--- src/rtl/fcore_efi_sorter_responder_if.sv ---
// Stream bundle for the EFI argument and result channels (data, dest, valid, tlast, ready).
interface fcore_efi_sorter_responder_if #(
  parameter int unsigned DATA_W = 32,
  parameter int unsigned DEST_W = 8
);
  logic [DATA_W-1:0] data;
  logic [DEST_W-1:0] dest;
  logic              valid;
  logic              tlast;
  logic              ready;

  modport master (output data, output dest, output valid, output tlast, input ready);
  modport slave  (input data, input dest, input valid, input tlast, output ready);
endinterface

--- src/rtl/fcore_efi_sorter_responder.sv ---
// EFI responder: insertion-sorts incoming arguments (signed, stable) into a local
// buffer, then streams them back in ascending order with dest = element index.
module fcore_efi_sorter_responder #(
  parameter int unsigned DATAPATH_WIDTH = 32,
  parameter int unsigned MAX_ARGS       = 16,
  parameter int unsigned DEST_WIDTH     = 8
) (
  input  logic                          clock,
  input  logic                          reset,
  fcore_efi_sorter_responder_if.slave   efi_arguments,
  fcore_efi_sorter_responder_if.master  efi_results,
  output logic                          busy,
  output logic                          overflow,
  output logic                          protocol_error
);

  localparam int unsigned CNT_W = $clog2(MAX_ARGS + 1);
  localparam int unsigned IDX_W = (MAX_ARGS > 1) ? $clog2(MAX_ARGS) : 1;

  typedef enum logic [1:0] {IDLE, COLLECT, SEND} state_e;
  typedef logic [DATAPATH_WIDTH-1:0] word_t;

  state_e                state_q, state_d;
  word_t                 buf_q [MAX_ARGS];
  word_t                 buf_d [MAX_ARGS];
  word_t                 ins_buf [MAX_ARGS];
  logic [MAX_ARGS-1:0]   at_or_above;
  logic [CNT_W-1:0]      count_q, count_d;
  logic [CNT_W-1:0]      idx_q, idx_d, idx_nxt;
  logic                  res_valid_q, res_valid_d;
  logic                  res_last_q, res_last_d;
  word_t                 res_data_q, res_data_d;
  logic [DEST_WIDTH-1:0] res_dest_q, res_dest_d;
  logic                  busy_q, busy_d;
  logic                  ovf_q, ovf_d;
  logic                  perr_q, perr_d;
  word_t                 arg_c;
  logic                  room_c;
  logic                  unused_dest_c;

  assign unused_dest_c = ^efi_arguments.dest;
  assign arg_c         = efi_arguments.data;
  assign room_c        = count_q < CNT_W'(MAX_ARGS);

  // Parallel compare-and-shift: slots [pos, count] move up, the new value lands at pos.
  always_comb begin
    at_or_above = '0;
    ins_buf     = buf_q;
    for (int i = 0; i < MAX_ARGS; i++) begin
      if (CNT_W'(i) < count_q) at_or_above[i] = $signed(buf_q[i]) > $signed(arg_c);
      else                     at_or_above[i] = (CNT_W'(i) == count_q);
    end
    ins_buf[0] = at_or_above[0] ? arg_c : buf_q[0];
    for (int i = 1; i < MAX_ARGS; i++) begin
      if (!at_or_above[i])     ins_buf[i] = buf_q[i];
      else if (at_or_above[i-1]) ins_buf[i] = buf_q[i-1];
      else                     ins_buf[i] = arg_c;
    end
  end

  always_comb begin
    state_d     = state_q;
    buf_d       = buf_q;
    count_d     = count_q;
    idx_d       = idx_q;
    idx_nxt     = idx_q + CNT_W'(1);
    res_valid_d = res_valid_q;
    res_last_d  = res_last_q;
    res_data_d  = res_data_q;
    res_dest_d  = res_dest_q;
    ovf_d       = ovf_q;
    perr_d      = perr_q;

    case (state_q)
      IDLE: begin
        if (efi_arguments.valid) begin
          ovf_d   = 1'b0;
          perr_d  = 1'b0;
          buf_d   = ins_buf;
          count_d = CNT_W'(1);
          state_d = efi_arguments.tlast ? SEND : COLLECT;
        end
      end
      COLLECT: begin
        if (efi_arguments.valid) begin
          if (room_c) begin
            buf_d   = ins_buf;
            count_d = count_q + CNT_W'(1);
          end else begin
            ovf_d = 1'b1;
          end
          if (efi_arguments.tlast) state_d = SEND;
        end
      end
      SEND: begin
        if (efi_arguments.valid) perr_d = 1'b1;
        if (res_valid_q && efi_results.ready) begin
          if (res_last_q) begin
            state_d     = IDLE;
            count_d     = '0;
            idx_d       = '0;
            res_valid_d = 1'b0;
            res_last_d  = 1'b0;
            res_data_d  = '0;
            res_dest_d  = '0;
          end else begin
            idx_d      = idx_nxt;
            res_data_d = buf_q[IDX_W'(idx_nxt)];
            res_dest_d = DEST_WIDTH'(idx_nxt);
            res_last_d = (idx_nxt == count_q - CNT_W'(1));
          end
        end
      end
      default: state_d = IDLE;
    endcase

    // Present the first result in the cycle right after the tlast beat.
    if (state_q != SEND && state_d == SEND) begin
      idx_d       = '0;
      res_valid_d = 1'b1;
      res_data_d  = buf_d[0];
      res_dest_d  = '0;
      res_last_d  = (count_d == CNT_W'(1));
    end
    busy_d = (state_d != IDLE);
  end

  always_ff @(posedge clock or negedge reset) begin
    if (!reset) begin
      state_q     <= IDLE;
      for (int i = 0; i < MAX_ARGS; i++) buf_q[i] <= '0;
      count_q     <= '0;
      idx_q       <= '0;
      res_valid_q <= 1'b0;
      res_last_q  <= 1'b0;
      res_data_q  <= '0;
      res_dest_q  <= '0;
      busy_q      <= 1'b0;
      ovf_q       <= 1'b0;
      perr_q      <= 1'b0;
    end else begin
      state_q     <= state_d;
      buf_q       <= buf_d;
      count_q     <= count_d;
      idx_q       <= idx_d;
      res_valid_q <= res_valid_d;
      res_last_q  <= res_last_d;
      res_data_q  <= res_data_d;
      res_dest_q  <= res_dest_d;
      busy_q      <= busy_d;
      ovf_q       <= ovf_d;
      perr_q      <= perr_d;
    end
  end

  assign efi_arguments.ready = 1'b1;
  assign efi_results.valid   = res_valid_q;
  assign efi_results.tlast   = res_last_q;
  assign efi_results.data    = res_data_q;
  assign efi_results.dest    = res_dest_q;
  assign busy                = busy_q;
  assign overflow            = ovf_q;
  assign protocol_error      = perr_q;

endmodule

--- src/flat_wrapper.sv ---
// flat-port wrapper written by rule: the top's interface ports become plain ports
module fcore_efi_sorter_responder_flat 
#(
  parameter int unsigned DATAPATH_WIDTH = 32,
  parameter int unsigned MAX_ARGS       = 16,
  parameter int unsigned DEST_WIDTH     = 8
)
  (clock, reset, busy, overflow, protocol_error, efi_arguments_data, efi_arguments_dest, efi_arguments_valid, efi_arguments_tlast, efi_arguments_ready, efi_results_data, efi_results_dest, efi_results_valid, efi_results_tlast, efi_results_ready);
  fcore_efi_sorter_responder_if #(.DATA_W(32), .DEST_W(8)) efi_arguments_i ();
  fcore_efi_sorter_responder_if #(.DATA_W(32), .DEST_W(8)) efi_results_i ();
  input  logic clock;
  input  logic reset;
  output logic busy;
  output logic overflow;
  output logic protocol_error;
  input wire logic [$bits(efi_arguments_i.data)-1:0] efi_arguments_data;
  input wire logic [$bits(efi_arguments_i.dest)-1:0] efi_arguments_dest;
  input wire logic [$bits(efi_arguments_i.valid)-1:0] efi_arguments_valid;
  input wire logic [$bits(efi_arguments_i.tlast)-1:0] efi_arguments_tlast;
  output wire logic [$bits(efi_arguments_i.ready)-1:0] efi_arguments_ready;
  output wire logic [$bits(efi_results_i.data)-1:0] efi_results_data;
  output wire logic [$bits(efi_results_i.dest)-1:0] efi_results_dest;
  output wire logic [$bits(efi_results_i.valid)-1:0] efi_results_valid;
  output wire logic [$bits(efi_results_i.tlast)-1:0] efi_results_tlast;
  input wire logic [$bits(efi_results_i.ready)-1:0] efi_results_ready;
  assign efi_arguments_i.data = efi_arguments_data;
  assign efi_arguments_i.dest = efi_arguments_dest;
  assign efi_arguments_i.valid = efi_arguments_valid;
  assign efi_arguments_i.tlast = efi_arguments_tlast;
  assign efi_arguments_ready = efi_arguments_i.ready;
  assign efi_results_data = efi_results_i.data;
  assign efi_results_dest = efi_results_i.dest;
  assign efi_results_valid = efi_results_i.valid;
  assign efi_results_tlast = efi_results_i.tlast;
  assign efi_results_i.ready = efi_results_ready;
  fcore_efi_sorter_responder #(.DATAPATH_WIDTH(DATAPATH_WIDTH), .MAX_ARGS(MAX_ARGS), .DEST_WIDTH(DEST_WIDTH)) u_core (.clock(clock), .reset(reset), .efi_arguments(efi_arguments_i), .efi_results(efi_results_i), .busy(busy), .overflow(overflow), .protocol_error(protocol_error));
endmodule
--- config.mk ---
export PLATFORM = sky130hd
export DESIGN_NAME = fcore_efi_sorter_responder_flat
export DESIGN_NICKNAME = d
export VERILOG_FILES = /design/src/rtl/fcore_efi_sorter_responder_if.sv /design/src/rtl/fcore_efi_sorter_responder.sv /design/src/flat_wrapper.sv
export SDC_FILE = /design/constraint.sdc
export NUM_CORES = 2
export LEC_CHECK = 0
export CAP_MARGIN = 5
export CORE_UTILIZATION = 58
export DETAILED_ROUTE_END_ITERATION = 16
export GPL_ROUTABILITY_DRIVEN = 0
export GPL_TIMING_DRIVEN = 0
export HOLD_SLACK_MARGIN = 0.03
export PLACE_DENSITY = 0.85
export SYNTH_ARGS = -nofsm -noshare
export SYNTH_HDL_FRONTEND = slang
export SYNTH_SLANG_ARGS = --single-unit
--- constraint.sdc ---
create_clock -name clock -period 2.9 [get_ports clock]
set_input_delay 0.435 -clock clock [delete_from_list [all_inputs] [get_ports clock]]
set_output_delay 0.435 -clock clock [all_outputs]
set_load 0.02 [all_outputs]
==> results of run 1 <==
-- through the flow --
stage	instances	TNS, ns
CTS	5871	-82.74
detailed placement	5408	-1261.47
global placement	5401	-
floorplan	4383	-214.17
-- routing by layer --
| metal | overflow | GRT usage [%] |
|---|---|---|
| met2 | 648 | 90.87 |
| met5 | 12 | 55.79 |
| met3 | 67 | 75.69 |
| met4 | 369 | 82.13 |
| met1 | 74 | 80.38 |
-- kinds of logic after synthesis --
logic type,after synthesis,share of synthesized area (%)
and+or+nand+nor,1121,11.82
xor gates and xnor gates,14,0.2938
adders and majority gates,519,15.56
AOI/OAI and AO/OA,1257,17.21
muxes,546,17.87
other,2,0.01800
buffers and inverters,361,3.580
DFF,561,33.64
-- what timing repair did --
| item | CTS |
|---|---|
| hold endpoints to repair | 29 |
| pin swaps | 126 |
| gates resized for setup | 825 |
| hold buffers | 1 |
| buffers inserted | 309 |
| cloned | 48 |
| endpoints found under the setup margin | 549 |
==> summary.txt, run 1 <==
Outcome
  – Run status: stopped before the end
  – Exit stage: 5_1_grt
  – Tool Error: [ERROR GRT-0232] Routing congestion too high. Check the congestion heatmap in the GUI.

CTS
  – Root buffer cell: clkbuf_16
  – CTS sink cnt: 561
  – Clock Path Buffers: 3
  – H-tree Lvls: 3
  – Cts bufs inserted: 66

Synth
  – Most common cell in the netlist: a21oi_1
  – Register area share after synthesis: 33.64%
  – Most used DFF post-synth: dfrtp_1
  – Synthesis-stage register bit count: about 560
  – Synth top area share: 33.64%
  – Top post-synthesis cells by area: dfrtp_1 (34%), ha_1 (16%), a21oi_1 (7.7%), mux4_2 (7.0%), mux2i_1 (6.7%)
  – Post-synth top area cell: dfrtp_1
  – Yosys cell types: 79
  – Commonest cells in the netlist: a21oi_1 (643), dfrtp_1 (561), ha_1 (519)
  – Ys async rst share: between 90% and 100%
  – Post-synth EDFFs: 0
  – Mapped cell area: 41730 µm²
  – Mapped Avg Cell Area: 9.526 µm²
  – Yosys warns: 0
  – Cell count after synthesis: 4381

Place
  – Dpl cell area: ~45000 µm²
  – Post-DP HPWL: 117.1 mm
  – PortBufs: 78
  – Place WS: -2.605 ns

Global route
  – Largest net degree at the start of global routing: 120
  – Gr usage total: 81.87%
  – Congestion Overflow GR: 1170

Die
  – Initial Utilization: 59.08%
  – # rows: 97
  – Die X: 270.2 µm
  – Die height: 270.2 µm
  – # IOs: 91
==> inputs of run 2 (changes only) <==
--- a/config.mk
+++ b/config.mk
@@ -6,12 +6,11 @@
 export NUM_CORES = 2
 export LEC_CHECK = 0
 export CAP_MARGIN = 5
-export CORE_UTILIZATION = 58
+export CORE_UTILIZATION = 40
 export DETAILED_ROUTE_END_ITERATION = 16
 export GPL_ROUTABILITY_DRIVEN = 0
 export GPL_TIMING_DRIVEN = 0
-export HOLD_SLACK_MARGIN = 0.03
-export PLACE_DENSITY = 0.85
+export PLACE_DENSITY_LB_ADDON = 0.15
 export SYNTH_ARGS = -nofsm -noshare
 export SYNTH_HDL_FRONTEND = slang
 export SYNTH_SLANG_ARGS = --single-unit
==> constraint.sdc (replaced) <==
create_clock -name clock -period 3.75 [get_ports clock]
set_input_delay 0.5625 -clock clock [delete_from_list [all_inputs] [get_ports clock]]
set_output_delay 0.5625 -clock clock [all_outputs]
set_load 0.02 [all_outputs]
==> run 2 against run 1 <==
The run now ends clean. Synthesized cell count is the same. Synthesized area unchanged.
==> summary.txt, run 2 <==
Outcome
  – Run status: complete, no violations

Power
  – IR Drop Worst-Case VDD: 0.4706 mV
  – Clk network pwr share: roughly a fifth
  – Switch share: 45.33%
  – Cell-internal power: 19.91 mW
  – Switch Pwr: 16.50 mW
  – Sequential cell fraction of total power: 31.5%
  – Static leakage: around 23 nW
  – Combinational power share: 49.2%
  – Pwr/cell area: 726.8 nW/µm²

Routing
  – Wirelength per Cell: 29.66 µm
  – Routed wire length: 184.0 mm
  – Via density: 6.299
  – ANT nets after route: 0
  – DRT iter0 DRCs: 4796
  – Vias: 39070
  – DR DRC count: 0
  – Drt pass-1 iters: 6

CTS
  – Cts bufs inserted: 71 (+7.6%)
  – Root buffer cell: clkbuf_16
  – CTS sink cnt: 561 (unchanged)
  – Clk slew on worst S/H paths: 0.06 ns
  – Worst skew pair latency: about 0.66 ns
  – Clock Path Buffers: 3 (unchanged)
  – H-tree Lvls: 3 (unchanged)
  – TritonCTS clock tree: done

STA
  – Unrepaired setup endpoints after global routing: true
  – Worst Tran Pin Value: 1.271 ns
  – Final worst-path setup slack: 0.01370 ns
  – Max Freq: approximately 270 MHz
  – Final setup viols: 0
  – Final hold violation count: 0
  – Relative slew slack: between 10% and 20%
  – Fin crit period: ~3.7 ns
  – Slew Limit Fails: 0
  – Final Skew: 0.02867 ns
  – Period utilisation layout: 99.63%

Worst hold path
  – Hold endpoint: u_core.buf_q[507]
  – Min-delay worst type: in2reg
  – WHS Path Cells: 2
  – HP Start: efi_arguments_data[27]

Worst setup path
  – Reg2reg setup slack: 0.03 ns
  – Worst Setup SP: efi_arguments_data[16]
  – Worst-path fanout max: 11
  – CP Capture Type: register
  – Reg2Reg Depth: 6
  – Crit Path Category: in2reg
  – R2R Path End: u_core.efi_results.data[4]
  – R2r startpoint: u_core.efi_results.dest[1]
  – Startpoint class of the critical path: input pin
  – CP arrival: 4.27 ns
  – WP data required: 4.29 ns

Global route
  – Antenna violations before repair: 3
  – Vias in the first global route: 37930
  – Congestion Overflow GR: 0
  – Largest net degree at the start of global routing: 111
  – First-pass GRT wire length: 263.4 mm
  – Gr usage total: 34.18%

Layout
  – Post-route cell area: 50090 µm²
  – Area growth syn-to-layout: 20.03%
  – Sequential cell area: 14040 µm²
  – Area of the multi-input gates: roughly 27000 µm²
  – Biggest register: u_core.buf_q
  – Commonest non-fill, non-tap cell in the layout: a21oi_1
  – Share of cells above drive strength 1: 19.87%
  – Nets: 5333
  – Fin cells: ~6200
  – Diodes inserted: 0
  – Largest register FFs: 512
  – Layout fillers: around 9800
  – Commonest non-fill, non-tap cells in the layout: a21oi_1 (639), dfrtp_1 (561), ha_1 (513), nor2_1 (450), nand2_1 (350)

Die
  – Core box area: 103500 µm²
  – Die X: 325.0 µm (+20%)
  – Die height: 325.0 µm (+20%)
  – # rows: 118 (+22%)
  – Initial Utilization: 40.32% (-19 points)
  – # IOs: 91 (unchanged)
  – Area of the die: between 100000 and 150000 µm²

Synth
  – Register area share after synthesis: 33.64% (unchanged)
  – Cell count after synthesis: 4381 (unchanged)
  – Yosys cell types: 79 (unchanged)
  – Post-synth top area cell: dfrtp_1
  – Mapped cell area: 41730 µm² (unchanged)
  – Most used DFF post-synth: dfrtp_1
  – Post-synth EDFFs: 0 (unchanged)
  – Most common cell in the netlist: a21oi_1
  – Yosys warns: 0 (unchanged)
  – Top post-synthesis cells by area: dfrtp_1 (34%), ha_1 (16%), a21oi_1 (7.7%), mux4_2 (7.0%), mux2i_1 (6.7%)
  – Synth top area share: 33.64% (unchanged)
  – Mapped Avg Cell Area: 9.526 µm² (unchanged)
  – Commonest cells in the netlist: a21oi_1 (643), dfrtp_1 (561), ha_1 (519)
  – Synthesis-stage register bit count: 561 (unchanged)
  – Ys async rst share: 100.0% (unchanged)

Place
  – PortBufs: 78 (unchanged)
  – Dpl cell area: 44570 µm² (+0.11%)
  – Place WS: -2.530 ns (+0.07413 ns)
  – Post-DP HPWL: 132.0 mm (+13%)
  – Placed insts: 5848 (+8.1%)

Job
  – Maxcap violations: 0
-- run 2: cell counts after synthesis --
No cell type changed its count.
-- run 2: worst max-delay path by stage --
stage          cells after the start  slack, ns                           to
3_5_place_dp                      14      -2.53             u_core.buf_q[24]
3_3_place_gp                       1     -25.56            u_core.buf_q[440]
2_1_floorplan                     13     0.0004             u_core.buf_q[10]
6_report                          14       0.01  u_core.efi_results.data[12]
4_1_cts                           16     0.0001             u_core.buf_q[13]
5_1_grt                           14      -0.04  u_core.efi_results.data[27]
-- run 2: repair_timing --
action / 4_1_cts / 5_1_grt
pin swaps: 22 / 20
gates resized for setup: 355 / 159
setup buffers: 180 / 21
gates cloned: 31 / 3
setup endpoints to repair: 545 / 530
hold endpoints to repair: 60 / 0
hold buffers: 1 / 0
-- run 2: kinds of logic after synthesis --
logic type | after synthesis | share of synthesized area (%)
flops | 561 | 33.64
other cells | 2 | 0.01800
simple gates | 1121 | 11.82
compound gates | 1257 | 17.21
buf+inv | 361 | 3.580
xor+xnor | 14 | 0.2938
fa+ha+maj | 519 | 15.56
mux | 546 | 17.87
-- run 2: metal layers --
metal,vias up,track usage [%],wire (µm)
met2,1973,50.58,78820
met1,19620,47.73,77560
met5,-,0,23
li1,17120,-,-
met3,359,7.055,18380
met4,4,15.72,9170
-- run 2: layout make-up --
| type | instances | area share [%] |
|---|---|---|
| Buffer | 271 | 3.372 |
| Clock buffer | 109 | 4.216 |
| Clock inverter | 17 | 0.3072 |
| Inverter | 81 | 0.8393 |
| Multi-Input combinational cell | 3461 | 53.56 |
| Sequential cell | 561 | 28.03 |
| Tap cell | 1380 | 3.447 |
| Timing Repair Buffer | 291 | 5.765 |
| Timing Repair inverter | 31 | 0.4646 |
-- run 2: worst max-delay path: stages --
cell and delay, ns:
dlygate4sd2_1 0.58, clkinvlp_4 0.23, buf_12 0.19, ha_1 0.29, nand4_1 0.14, or4_4 0.63, nor3_4 0.16, nor3b_1 0.10
a22oi_2 0.22, a31oi_4 0.14, buf_12 0.19, clkbuf_16 0.17, mux2_4 0.31, a221o_1 0.32
-- run 2: stage by stage --
step | util, % | hold slack [ns] | setup TNS (ns) | power (mW)
finish | 48.40 | 0.2704 | 0 | 36.41
global route | 48.40 | 0.2948 | -0.3530 | 38.22
CTS | 47.89 | 0.4207 | 0 | 35.69
detailed placement | 43.06 | 0.5037 | -1171.19 | 27.94
global placement | 42.89 | 0.4899 | - | 27.57
floorplan | - | 0.2669 | 0 | 21.37
-- run 2: power by group through the flow --
stage	Combinational (mW)	Clock (mW)	Sequential [mW]
final	17.9	7.02	11.5
after floorplan	11.2	0	10.2
after global placement	16.3	0	11.3
after global routing	19.3	7.27	11.6
after CTS	17.4	7.06	11.3
after detailed placement	16.6	0	11.4
Note: power is estimated with default switching activity, not from simulation.
